--- config.mk ---
export PLATFORM = sky130hd
export DESIGN_NAME = regfile_mp
export DESIGN_NICKNAME = d
export VERILOG_FILES = /design/src/rtl/regfile_pkg.sv /design/src/rtl/regfile_scoreboard.sv /design/src/rtl/regfile_mp.sv
export SDC_FILE = /design/constraint.sdc
export NUM_CORES = 1
export LEC_CHECK = 0
export CAP_MARGIN = 25
export CORE_ASPECT_RATIO = 0.5
export CORE_UTILIZATION = 43
export DETAILED_ROUTE_END_ITERATION = 10
export SYNTH_ARGS = -nofsm -noshare
export SYNTH_HDL_FRONTEND = slang
export SYNTH_SLANG_ARGS = --single-unit
--- constraint.sdc ---
create_clock -name clk -period 8.95 [get_ports clk]
set_input_delay 2.685 -clock clk [delete_from_list [all_inputs] [get_ports clk]]
set_output_delay 2.685 -clock clk [all_outputs]
set_load 0.03 [all_outputs]
--- src/rtl/regfile_pkg.sv ---
// Shared definitions for the multi-port DLX register file: width defaults,
// controller state encoding and the hardwired-zero register test.
package regfile_pkg;

  localparam int XLEN_DEF  = 32;
  localparam int NREGS_DEF = 32;

  typedef enum logic [0:0] {
    CLEAR = 1'b0,
    RUN   = 1'b1
  } state_t;

  function automatic logic zero_reg(input logic [31:0] addr);
    return (addr == 32'd0);
  endfunction

endpackage

--- src/rtl/regfile_scoreboard.sv ---
// Pending-write scoreboard: one bit per register, set by decode issue and
// cleared by writeback commit, with a combinational busy lookup per read port.
module regfile_scoreboard
  import regfile_pkg::*;
#(
  parameter int NREGS = NREGS_DEF,
  parameter int NREAD = 2,
  parameter int AW    = $clog2(NREGS)
) (
  input  logic                      clk,
  input  logic                      reset,
  input  logic                      run,
  input  logic                      issue_en,
  input  logic [AW-1:0]             issue_rd,
  input  logic                      wr_en,
  input  logic [AW-1:0]             wr_addr,
  input  logic [NREAD-1:0][AW-1:0]  rd_addr,
  output logic [NREAD-1:0]          busy
);

  logic [NREGS-1:0] pending_r;
  logic [NREGS-1:0] pending_next_s;

  // Next pending vector; a same-cycle issue beats the commit since a newer producer is in flight
  always_comb begin
    pending_next_s = pending_r;
    for (int r = 0; r < NREGS; r++) begin
      if (issue_en && (issue_rd == AW'(r))) begin
        pending_next_s[r] = 1'b1;
      end else if (wr_en && (wr_addr == AW'(r))) begin
        pending_next_s[r] = 1'b0;
      end else begin
        pending_next_s[r] = pending_r[r];
      end
    end
    pending_next_s[0] = 1'b0;
  end

  // Pending vector register
  always_ff @(posedge clk or posedge reset) begin
    if (reset) begin
      pending_r <= '0;
    end else begin
      pending_r <= pending_next_s;
    end
  end

  // Busy lookup; a commit to the same register this cycle is forwarded, so it is not busy
  always_comb begin
    busy = '0;
    for (int i = 0; i < NREAD; i++) begin
      if (run && !zero_reg(32'(rd_addr[i])) && pending_r[rd_addr[i]] &&
          !(wr_en && (wr_addr == rd_addr[i]))) begin
        busy[i] = 1'b1;
      end else begin
        busy[i] = 1'b0;
      end
    end
  end

endmodule

--- src/rtl/regfile_mp.sv ---
// Multi-port DLX register file: post-reset clear sweep, registered reads with
// write-to-read bypass, and a pending-write scoreboard for hazard detection.
module regfile_mp
  import regfile_pkg::*;
#(
  parameter int XLEN  = XLEN_DEF,
  parameter int NREGS = NREGS_DEF,
  parameter int NREAD = 2,
  parameter int AW    = $clog2(NREGS)
) (
  input  logic                       clk,
  input  logic                       reset,
  output logic                       ready,
  input  logic [NREAD-1:0]           rd_en,
  input  logic [NREAD-1:0][AW-1:0]   rd_addr,
  output logic [NREAD-1:0][XLEN-1:0] rd_data,
  output logic [NREAD-1:0]           busy,
  input  logic                       wr_en,
  input  logic [AW-1:0]              wr_addr,
  input  logic [XLEN-1:0]            wr_data,
  input  logic                       issue_en,
  input  logic [AW-1:0]              issue_rd
);

  state_t                    state_r;
  state_t                    next_state_s;
  logic [AW-1:0]             idx_r;
  logic [XLEN-1:0]           regs_r [NREGS];
  logic                      run_s;
  logic                      wr_ok_s;
  logic                      issue_ok_s;
  logic [NREAD-1:0][XLEN-1:0] rd_value_s;

  assign run_s      = (state_r == RUN);
  assign wr_ok_s    = run_s && wr_en && !zero_reg(32'(wr_addr));
  assign issue_ok_s = run_s && issue_en && !zero_reg(32'(issue_rd));

  // Next-state logic; idx wraps to 0 after the last register is cleared
  always_comb begin
    next_state_s = state_r;
    case (state_r)
      CLEAR: begin
        if (idx_r == '0) begin
          next_state_s = RUN;
        end else begin
          next_state_s = CLEAR;
        end
      end
      RUN:     next_state_s = RUN;
      default: next_state_s = CLEAR;
    endcase
  end

  // State, sweep index and ready registers
  always_ff @(posedge clk or posedge reset) begin
    if (reset) begin
      state_r <= CLEAR;
      idx_r   <= AW'(1);
      ready   <= 1'b0;
    end else begin
      state_r <= next_state_s;
      ready   <= (next_state_s == RUN);
      if ((state_r == CLEAR) && (idx_r != '0)) begin
        idx_r <= idx_r + AW'(1);
      end else begin
        idx_r <= idx_r;
      end
    end
  end

  // Register array: the sweep owns the write port until RUN
  always_ff @(posedge clk) begin
    if (!run_s && (idx_r != '0)) begin
      regs_r[idx_r] <= '0;
    end else if (wr_ok_s) begin
      regs_r[wr_addr] <= wr_data;
    end
  end

  // Per-port read value with same-cycle writeback forwarding
  always_comb begin
    rd_value_s = '0;
    for (int i = 0; i < NREAD; i++) begin
      if (zero_reg(32'(rd_addr[i]))) begin
        rd_value_s[i] = '0;
      end else if (wr_ok_s && (wr_addr == rd_addr[i])) begin
        rd_value_s[i] = wr_data;
      end else begin
        rd_value_s[i] = regs_r[rd_addr[i]];
      end
    end
  end

  // Read data registers
  always_ff @(posedge clk or posedge reset) begin
    if (reset) begin
      rd_data <= '0;
    end else begin
      for (int i = 0; i < NREAD; i++) begin
        if (!run_s) begin
          rd_data[i] <= '0;
        end else if (rd_en[i]) begin
          rd_data[i] <= rd_value_s[i];
        end else begin
          rd_data[i] <= rd_data[i];
        end
      end
    end
  end

  regfile_scoreboard #(
    .NREGS (NREGS),
    .NREAD (NREAD),
    .AW    (AW)
  ) u_scoreboard (
    .clk      (clk),
    .reset    (reset),
    .run      (run_s),
    .issue_en (issue_ok_s),
    .issue_rd (issue_rd),
    .wr_en    (wr_ok_s),
    .wr_addr  (wr_addr),
    .rd_addr  (rd_addr),
    .busy     (busy)
  );

endmodule

; ---- After elaboration in Yosys (flattened, before gate mapping)
; Memories as Yosys holds them, arrays and structs flattened.
; Index checks and enable logic that the tools add are counted.
[totals]
ff_bits = 101
ramBits = 1024
inputBits = 58
out_inout_bits = 67
elab_cells = 313
mem_count = 1
[mem_list]
columns = name, depth, word_bits, read_ports, rd_ports_with_merged_regs, write_ports, line_no
row1 = regs_r, 32, 32, 2, 0, 1, regfile_mp.sv:28  ; logic [XLEN-1:0] regs_r [NREGS];
[classes]
addsub = 1
magnitude_cmp = 2
n_eq_ne = 66
muxes = 86
n_bitwise = 1
n_reduce_logical = 121
[op_table]
columns = operator, count
row1 = 32-bit 2-to-1 mux, 9
row2 = 5-bit equality test (second input constant), 32
row3 = 5-bit by 4-bit equality test with 1-bit output (second input constant), 16
row4 = 1-bit logical AND, 76
row5 = 1-bit 2-to-1 mux, 73
row6 = 2-bit nonzero test, 31
row7 = 5-bit by 3-bit equality test with 1-bit output (second input constant), 8
row8 = 32-bit OR reduction, 1
row9 = 5-bit logical NOT, 5
row10 = 5-bit by 2-bit equality test with 1-bit output (second input constant), 4
row11 = 5-bit by 6-bit < comparator with 1-bit output (second input constant), 2
row12 = 1-bit binary-select mux with 5-bit select, 2
row13 = 5-bit by 1-bit equality test with 1-bit output (second input constant), 2
row14 = 5-bit equality test, 2
row15 = 1-bit logical NOT, 7
row16 = 5-bit by 1-bit adder with 5-bit output (second input constant), 1
row17 = 5-bit 2-to-1 mux, 1
row18 = 5-bit nonzero test, 1
row19 = 2-bit inequality test (second input constant), 2
row20 = 1-bit case mux with 2 select lines, 1
row21 = 1-bit NOT, 1

; ---- Longest topological paths before layout
; Gate-level depths: netlist of the first run.
[depth]
word_depth = 8
ltp_mapped = 10
mapped_depth_nobuf = 5

; ---- Modules after synthesis
; A second synthesis of the first run with hierarchy kept.
[hier_totals]
hier_cells = 2891
hier_area_um2 = 52993.3
[modules_own_cells]
columns = module, n_inst, cells_each, area_per_inst_um2, seq_area_each_um2
row1 = regfile_mp, 1, 2680, 50897.6, 32502.4
row2 = regfile_scoreboard, 1, 211, 2095.8, 775.7

; ---- Worst setup path after synthesis of the first run
; Ideal clock, no wire load.
[synth_timing]
path_kind = input to output
startpoint = input port rd_addr[5] in the netlist's numbering
endpoint = output port busy[1]
arrival_ns = 4.877
required_ns = 6.265
slack_ns = 1.388
path_stages = 9
cell_sequence = buf_4 -> buf_6 -> buf_4 -> buf_6 -> buf_4 -> mux2i_1 -> mux4_2 -> nor2_1 -> nor4_1
[synth_between]
elab_chain_len = 6
elab_cells_between_ends = 11
[synth_lines]
columns = item, line_no
row1 = "start, declared", regfile_mp.sv:15  ; input logic [NREAD-1:0][AW-1:0] rd_addr,
row2 = branches (longest 4 deep; another with 1-bit binary-select mux with 5-bit select), -
row3 = 1-bit logical AND (*), regfile_scoreboard.sv:52  ; if (run && !zero_reg(32'(rd_addr[i])) && pending_r[rd_addr[i]] &&
row4 = 1-bit 2-to-1 mux (*), regfile_scoreboard.sv:52
row5 = "end, declared", regfile_mp.sv:17  ; output logic [NREAD-1:0] busy,
; Every way passes the cells marked *. The select of a mux whose other input is x is not followed.

; ---- Final worst setup path of the first run
[layout_timing]
startpoint = input port wr_addr[3]
endpoint = output port busy[1]
[layout_between]
elab_chain_len = 7
elab_cells_between_ends = 8
[layout_lines]
columns = item, line_no
row1 = "start, declared", regfile_mp.sv:19  ; input logic [AW-1:0] wr_addr,
row2 = 5-bit logical NOT, -
row3 = 1-bit logical NOT, regfile_mp.sv:35  ; assign wr_ok_s = run_s && wr_en && !zero_reg(32'(wr_addr));
row4 = 1-bit logical AND, regfile_mp.sv:35
row5 = 1-bit logical AND (*), regfile_scoreboard.sv:53  ; !(wr_en && (wr_addr == rd_addr[i]))) begin
row6 = 1-bit logical NOT (*), regfile_scoreboard.sv:53
row7 = 1-bit logical AND (*), regfile_scoreboard.sv:52
row8 = 1-bit 2-to-1 mux (*), regfile_scoreboard.sv:52
; Every way passes the cells marked *; elsewhere a longest branch is shown, timed or not.

==> results of run 1 <==
## area by class of cell
cell class                 count  area share (%)
timing repair buffer         270            4.58
multi-input combinational   1699            31.1
inverter                       9          0.0597
clock inverter                58            1.01
sequential                  1125            54.7
tap                         1656            3.41
clock buffer                 142            5.08
## synth_stat cells, types with 3 or more instances
master | number | area (µm²)
edfxtp_1 | 1024 | 30700
mux4_2 | 394 | 8870
mux2i_1 | 294 | 2940
nand2_1 | 159 | 597
nor2b_1 | 137 | 857
a211oi_1 | 127 | 953
dfrtp_1 | 100 | 2500
clkbuf_1 | 98 | 368
buf_2 | 73 | 365
a22oi_1 | 67 | 503
a221o_1 | 64 | 641
o21ai_0 | 64 | 320
a2111oi_0 | 62 | 543
buf_4 | 52 | 390
nor2_1 | 49 | 184
mux2_2 | 46 | 518
a31oi_1 | 40 | 250
a21oi_1 | 38 | 190
and2_1 | 36 | 225
or2_2 | 29 | 181
a41oi_1 | 28 | 245
buf_6 | 23 | 259
xnor2_1 | 12 | 105
inv_1 | 9 | 33.8
buf_1 | 7 | 26.3
nand2b_1 | 6 | 37.5
nand3_1 | 5 | 25.0
nor4_1 | 5 | 31.3
nand3b_1 | 4 | 30.0
a221oi_1 | 3 | 26.3
o22ai_1 | 3 | 18.8
## cells by family (layout without fill, tap and decap cells)
| family | count (synthesis) | count (layout) | synth area share (%) |
|---|---|---|---|
| XOR/XNOR | 14 | 14 | 0.230 |
| multiplexers | 734 | 734 | 23.2 |
| AO/OA/AOI/OAI | 509 | 509 | 7.17 |
| adder cells (fa/ha/maj) | 2 | 2 | 0.0470 |
| flip-flops | 1125 | 1125 | 62.5 |
| AND/OR/NAND/NOR | 440 | 440 | 4.19 |
| buffers and inverters | 263 | 479 | 2.72 |
## worst min-delay path by stage
stage	from	end	slack (ns)
global route	rd_data[34]	rd_data[34]	0.54
CTS	rd_data[20]	rd_data[20]	0.52
detailed placement	rd_data[20]	rd_data[20]	0.50
floorplan	u_scoreboard.pending_r[16]	u_scoreboard.pending_r[16]	0.48
finish	rd_data[52]	rd_data[52]	0.52
global placement	rd_data[59]	rd_data[59]	0.50
## report_power, final
group	internal, W	switching, W
logic	0.000473	0.000750
registers	0.00582	0.0000635
clock network	0.00275	0.00208
## metrics by stage
step / hold WS [ns] / area (µm²) / setup slack [ns] / power, W
2_1_floorplan: 0.481 / 53300 / 1.39 / 0.00670
3_3_place_gp: 0.497 / 56400 / 0.709 / 0.00716
3_5_place_dp: 0.498 / 56600 / 0.670 / 0.00718
4_1_cts: 0.516 / 60300 / 0.640 / 0.0119
5_1_grt: 0.542 / 60800 / 0.435 / 0.0122
6_report: 0.517 / 60800 / 0.605 / 0.0119
## cells in the final DEF (no fill, tap or decap), drive strengths merged, types with 38 or more instances in the layout
| cell type | Yosys | routed |
|---|---|---|
| a31oi | 40 | 40 |
| nor2 | 49 | 49 |
| clkbuf | 99 | 150 |
| a211oi | 127 | 127 |
| a22oi | 67 | 67 |
| buf | 155 | 140 |
| dfrtp | 100 | 100 |
| clkdlybuf4s50 | 0 | 114 |
| mux2i | 294 | 294 |
| a221o | 64 | 64 |
| nor2b | 137 | 137 |
| o21ai | 64 | 64 |
| a21oi | 38 | 38 |
| mux2 | 46 | 46 |
| a2111oi | 62 | 62 |
| edfxtp | 1024 | 1024 |
| nand2 | 159 | 159 |
| mux4 | 394 | 394 |
## layer usage
metal,track usage [%],up-vias,wire length (µm)
met5,0,-,0
met4,7.66,0,4760
met3,6.72,306,18700
met2,42.5,1965,79900
met1,40.3,17800,72800
li1,-,13100,-
## critical path: cells and delay by family
family | cells | cell delay, ns
AO/OA/AOI/OAI | 1 | 0.53
buffers and inverters | 2 | 1.35
AND/OR/NAND/NOR | 3 | 1.09
## registers in the layout, summed over array words and instances, names as in the netlist
register,cells
u_scoreboard.pending_r,31
idx_r,5
run_s,1
rd_data,64
regs_r,1024
==> results.py, run 1 <==
metrics = {
    "power": {
        "p_leak_nw": 21.5,
        "ir_drop_v": 0.000164,
        "p_per_area_mw_per_mm2": 196,
    },
    "floorplan": {
        "coreArea_mm2": 0.122,
        "initial_core_util_pct": 43.8,
        "die_w_um": 500,
        "placementRows": 90,
        "die_h_um": 251,
        "ios": 125,
        "die_area_mm2": 0.125,
    },
    "sta": {
        "slew-limit-headroom_pct": 22.4,
        "fin_crit_ns": 8.34,
        "finalHoldViolations": 0,
        "slew_viol_final": 0,
        "setup-tns-final_ns": 0,
        "rsz0062_at_grt": "false",
        "max_freq_mhz": 120,
        "final.period_utilization_pct": 93.2,
        "tightest_slew_ns": 1.14,
        "finalSetupViolations": 0,
        "fin_skew_ns": 0.0243,
    },
    "final_layout": {
        "areaGrowthSynthToFinish_pct": 14.2,
        "fillers": 9906,
        "ff_latch_area_mm2": 0.0333,
        "n_antenna_cell": 0,
        "multi_input_area_mm2": 0.0189,
        "finalNonFillerCells": 4959,
        "nets": 3271,
        "drive_gt1_share_pct": 25.6,
        "final_util_pct": 50.0,
    },
    "setup_path": {
        "r2r_slack_ns": 4.76,
        "crit_type": "in -> out",
        "worstSetupStartpointType": "primary input",
        "path_cells": "clkdlybuf4s50_1 > nor3_1 > a21o_1 > nor4_1 > nor4_1 > clkdlybuf4s50_1",
        "crit_path_end_kind": "output port",
        "cp-startpoint": "wr_addr[3]",
        "cp_data_arrival_time_ns": 5.66,
        "cp.required_ns": 6.27,
        "rr_startpoint": "idx_r[0]",
        "critPathSlowestCell": "clkdlybuf4s50_1",
        "reg2regPathDepth": 7,
        "r2r-end": "regs_r[18][1]",
        "crit_fanout": 12,
        "endpoint": "busy[1]",
        "slowest_delay_ns": 0.75,
    },
    "clock_tree": {
        "clk_latency_ns": 0.73,
        "clkTransAtPathRegs_ns": 0.06,
        "clock_path_buffers": 3,
        "clkSinkCount": 1125,
        "clockRootBuffer": "clkbuf_16",
        "postCtsHoldBufs": 0,
        "post_cts_buffers": 0,
        "ctsResizeCount": 0,
        "cts_tree": "yes",
        "cts_buffers": 106,
        "htreeDepth": 3,
    },
    "run": {
        "drv_cap": 0,
    },
    "placed_design": {
        "routabilityCongestion": 0.881,
        "dp_hpwl_um": 96500,
        "port_buffers": 124,
        "placed_cells": 4737,
    },
    "drt": {
        "drcViolationCount": 0,
        "drt_iter0_drc": 4469,
        "routed_wl_um": 176000,
        "routed-via-count": 33200,
        "wl_per_cell_um": 35.5,
        "routed_via_density": 6.70,
        "ant_nets": 0,
        "dr.pass1.iters": 7,
    },
    "synthesis": {
        "synth-edff-count": 1024,
        "synth_fp_nets": 3147,
        "ys_types": 52,
        "ys_async_sr_fraction_pct": 8.98,
        "synth_flop_cell": "edfxtp_1",
        "syn_inst": 3087,
        "syn_area_per_cell_um2": 17.3,
        "ys_ff_latch": 1125,
        "yosys_warnings": 0,
        "netlist_area_mm2": 0.0533,
        "synth_sequential_area_ratio_pct": 62.5,
    },
    "grt": {
        "grt_pass1_vias": 32800,
        "grt_use_total_pct": 28.0,
        "grt_first_pass_wirelength_um": 248000,
        "antenna_found_initial": 3,
        "grt_max_degree": 122,
        "overflow": 0,
    },
    "min_path": {
        "whs_path_depth": 1,
        "hp-class": "reg -> reg",
    },
    "run_status": {
        "status": "finished clean",
    },
}
Note: power is estimated with default switching activity, not from simulation.
==> inputs of run 2 (changes only) <==
--- a/config.mk
+++ b/config.mk
@@ -6,7 +6,6 @@
 export NUM_CORES = 1
 export LEC_CHECK = 0
 export CAP_MARGIN = 25
-export CORE_ASPECT_RATIO = 0.5
 export CORE_UTILIZATION = 43
 export DETAILED_ROUTE_END_ITERATION = 10
 export SYNTH_ARGS = -nofsm -noshare
==> run 2 against run 1 <==
  * Global-route usage decreased by 0.17 points
  * Routed wire length decreased by 0.27%
  * Sequential power about the same
  * Core utilization decreased by 0.67 points
  * Final area decreased by 0.84%
  * Register-to-register slack improved by 0.27 ns
  * Largest cell class unchanged
  * Highest routed layer is now met5
==> results.py, run 2 (same netlist as run 1, synthesis figures left out) <==
metrics = {
    "placed_design": {
        "routabilityCongestion": 0.853,
        "place_area_mm2": 0.0565,
        "placed_cells": 4689,
        "dp_hpwl_um": 95600,
        "port_buffers": 124,
    },
    "sta": {
        "fin_skew_ns": 0.0208,
        "fin_crit_ns": 8.29,
        "slew_viol_final": 0,
        "setup-tns-final_ns": 0,
        "tightest_slew_ns": 1.12,
        "slew-limit-headroom_pct": 23.7,
        "final.period_utilization_pct": 92.6,
        "rsz0062_at_grt": "false",
        "finalHoldViolations": 0,
        "finalSetupViolations": 0,
        "max_freq_mhz": 121,
    },
    "clock_tree": {
        "postCtsHoldBufs": 0,
        "htreeDepth": 3,
        "cts_tree": "yes",
        "clkSinkCount": 1125,
        "clockRootBuffer": "clkbuf_16",
        "clock_path_buffers": 3,
        "cts_buffers": 114,
        "ctsResizeCount": 0,
        "clk_latency_ns": 0.72,
        "clkTransAtPathRegs_ns": 0.06,
        "post_cts_buffers": 0,
    },
    "drt": {
        "ant_nets": 0,
        "wl_per_cell_um": 35.8,
        "routed-via-count": 33100,
        "routed_wl_um": 176000,
        "drcViolationCount": 0,
        "routed_via_density": 6.73,
        "drt_iter0_drc": 4026,
        "dr.pass1.iters": 5,
    },
    "grt": {
        "overflow": 0,
        "grt_use_total_pct": 27.8,
        "grt_first_pass_wirelength_um": 248000,
        "antenna_found_initial": 6,
        "grt_pass1_vias": 34000,
        "grt_max_degree": 127,
    },
    "setup_path": {
        "cp.required_ns": 6.27,
        "critPathSlowestCell": "clkdlybuf4s50_1",
        "crit_fanout": 12,
        "crit_type": "in -> out",
        "crit_path_end_kind": "output port",
        "cp_data_arrival_time_ns": 5.61,
        "path_cells": "clkdlybuf4s50_1 > nor3_1 > a21o_1 > nor4_1 > nor3_1 > o21a_1 > clkdlybuf4s50_1",
        "worstSetupStartpointType": "primary input",
        "crit_buf_inv": 2,
        "crit_family": "buffers and inverters",
        "slowest_delay_ns": 0.67,
    },
    "final_layout": {
        "nets": 3249,
        "largest_reg_flops": 1024,
        "drive_gt1_share_pct": 24.9,
        "final_util_pct": 49.3,
        "n_antenna_cell": 0,
        "final_common_cell": "edfxtp_1",
        "finalNonFillerCells": 4913,
        "most-common-layout-cells": "edfxtp_1, mux4_2, mux2i_1",
        "regMostFlops": "regs_r",
        "reg.largest.list": "regs_r: 1024 flops, rd_data: 64 flops, u_scoreboard.pending_r: 31 flops",
        "areaGrowthSynthToFinish_pct": 13.2,
        "finalInstanceArea_mm2": 0.0603,
    },
    "power": {
        "p_per_area_mw_per_mm2": 195,
        "ir_drop_v": 0.000156,
        "p_leak_nw": 21.3,
        "total_power_w": 0.0118,
    },
    "floorplan": {
        "ios": 125,
        "coreArea_mm2": 0.122,
        "initial_core_util_pct": 43.5,
        "die_h_um": 354,
        "placementRows": 128,
        "die_area_mm2": 0.125,
        "die_w_um": 354,
    },
    "run_status": {
        "status": "finished clean",
    },
    "run": {
        "drv_cap": 0,
    },
    "min_path": {
        "hp-class": "reg -> reg",
    },
}
[run 2: path summary, 6_finish.rpt]
kind / startpoint / end / slack, ns / cells after the start
worst max-delay path: wr_addr[3] / busy[0] / 0.66 / 7
worst min-delay path: rd_data[6] / rd_data[6] / 0.52 / 1
worst max register to register: idx_r[0] / regs_r[0][31] / 5.03 / 7
worst min register to register: rd_data[6] / rd_data[6] / 0.52 / 1
max in group asynchronous: reset / rd_data[46] / 5.47 / 3
min in group asynchronous: reset / u_scoreboard.pending_r[28] / 2.33 / 2
[run 2: layout make-up]
cell class,count,area (µm²)
multi-input combinational,1699,18900
fill,10000,62100
sequential,1125,33300
tap,1625,2030
clock buffer,149,3180
timing repair buffer,240,2410
inverter,9,36.3
clock inverter,66,462
[run 2: metrics by stage]
step	hold slack (ns)	setup WS, ns
floorplan	0.481	1.39
global placement	0.495	0.770
detailed placement	0.501	0.700
CTS	0.520	0.692
global route	0.529	0.515
finish	0.518	0.658
[run 2: per-layer routing]
layer / share of wire (%) / vias up / routed length (µm) / track usage (%)
li1: - / 13100 / - / -
met5: 0.034 / - / 59 / 0
met3: 9.2 / 458 / 16200 / 5.00
met4: 5.0 / 8 / 8740 / 13.4
met2: 48 / 1964 / 84300 / 44.9
met1: 38 / 17600 / 66500 / 36.5
[run 2: report_power, final]
group / switching [W] / leakage [nW] / internal (W) / total [W]
combinational: 0.000733 / 7.48 / 0.000455 / 0.00119
sequential: 0.0000661 / 12.0 / 0.00582 / 0.00589
clock: 0.00205 / 1.80 / 0.00263 / 0.00468
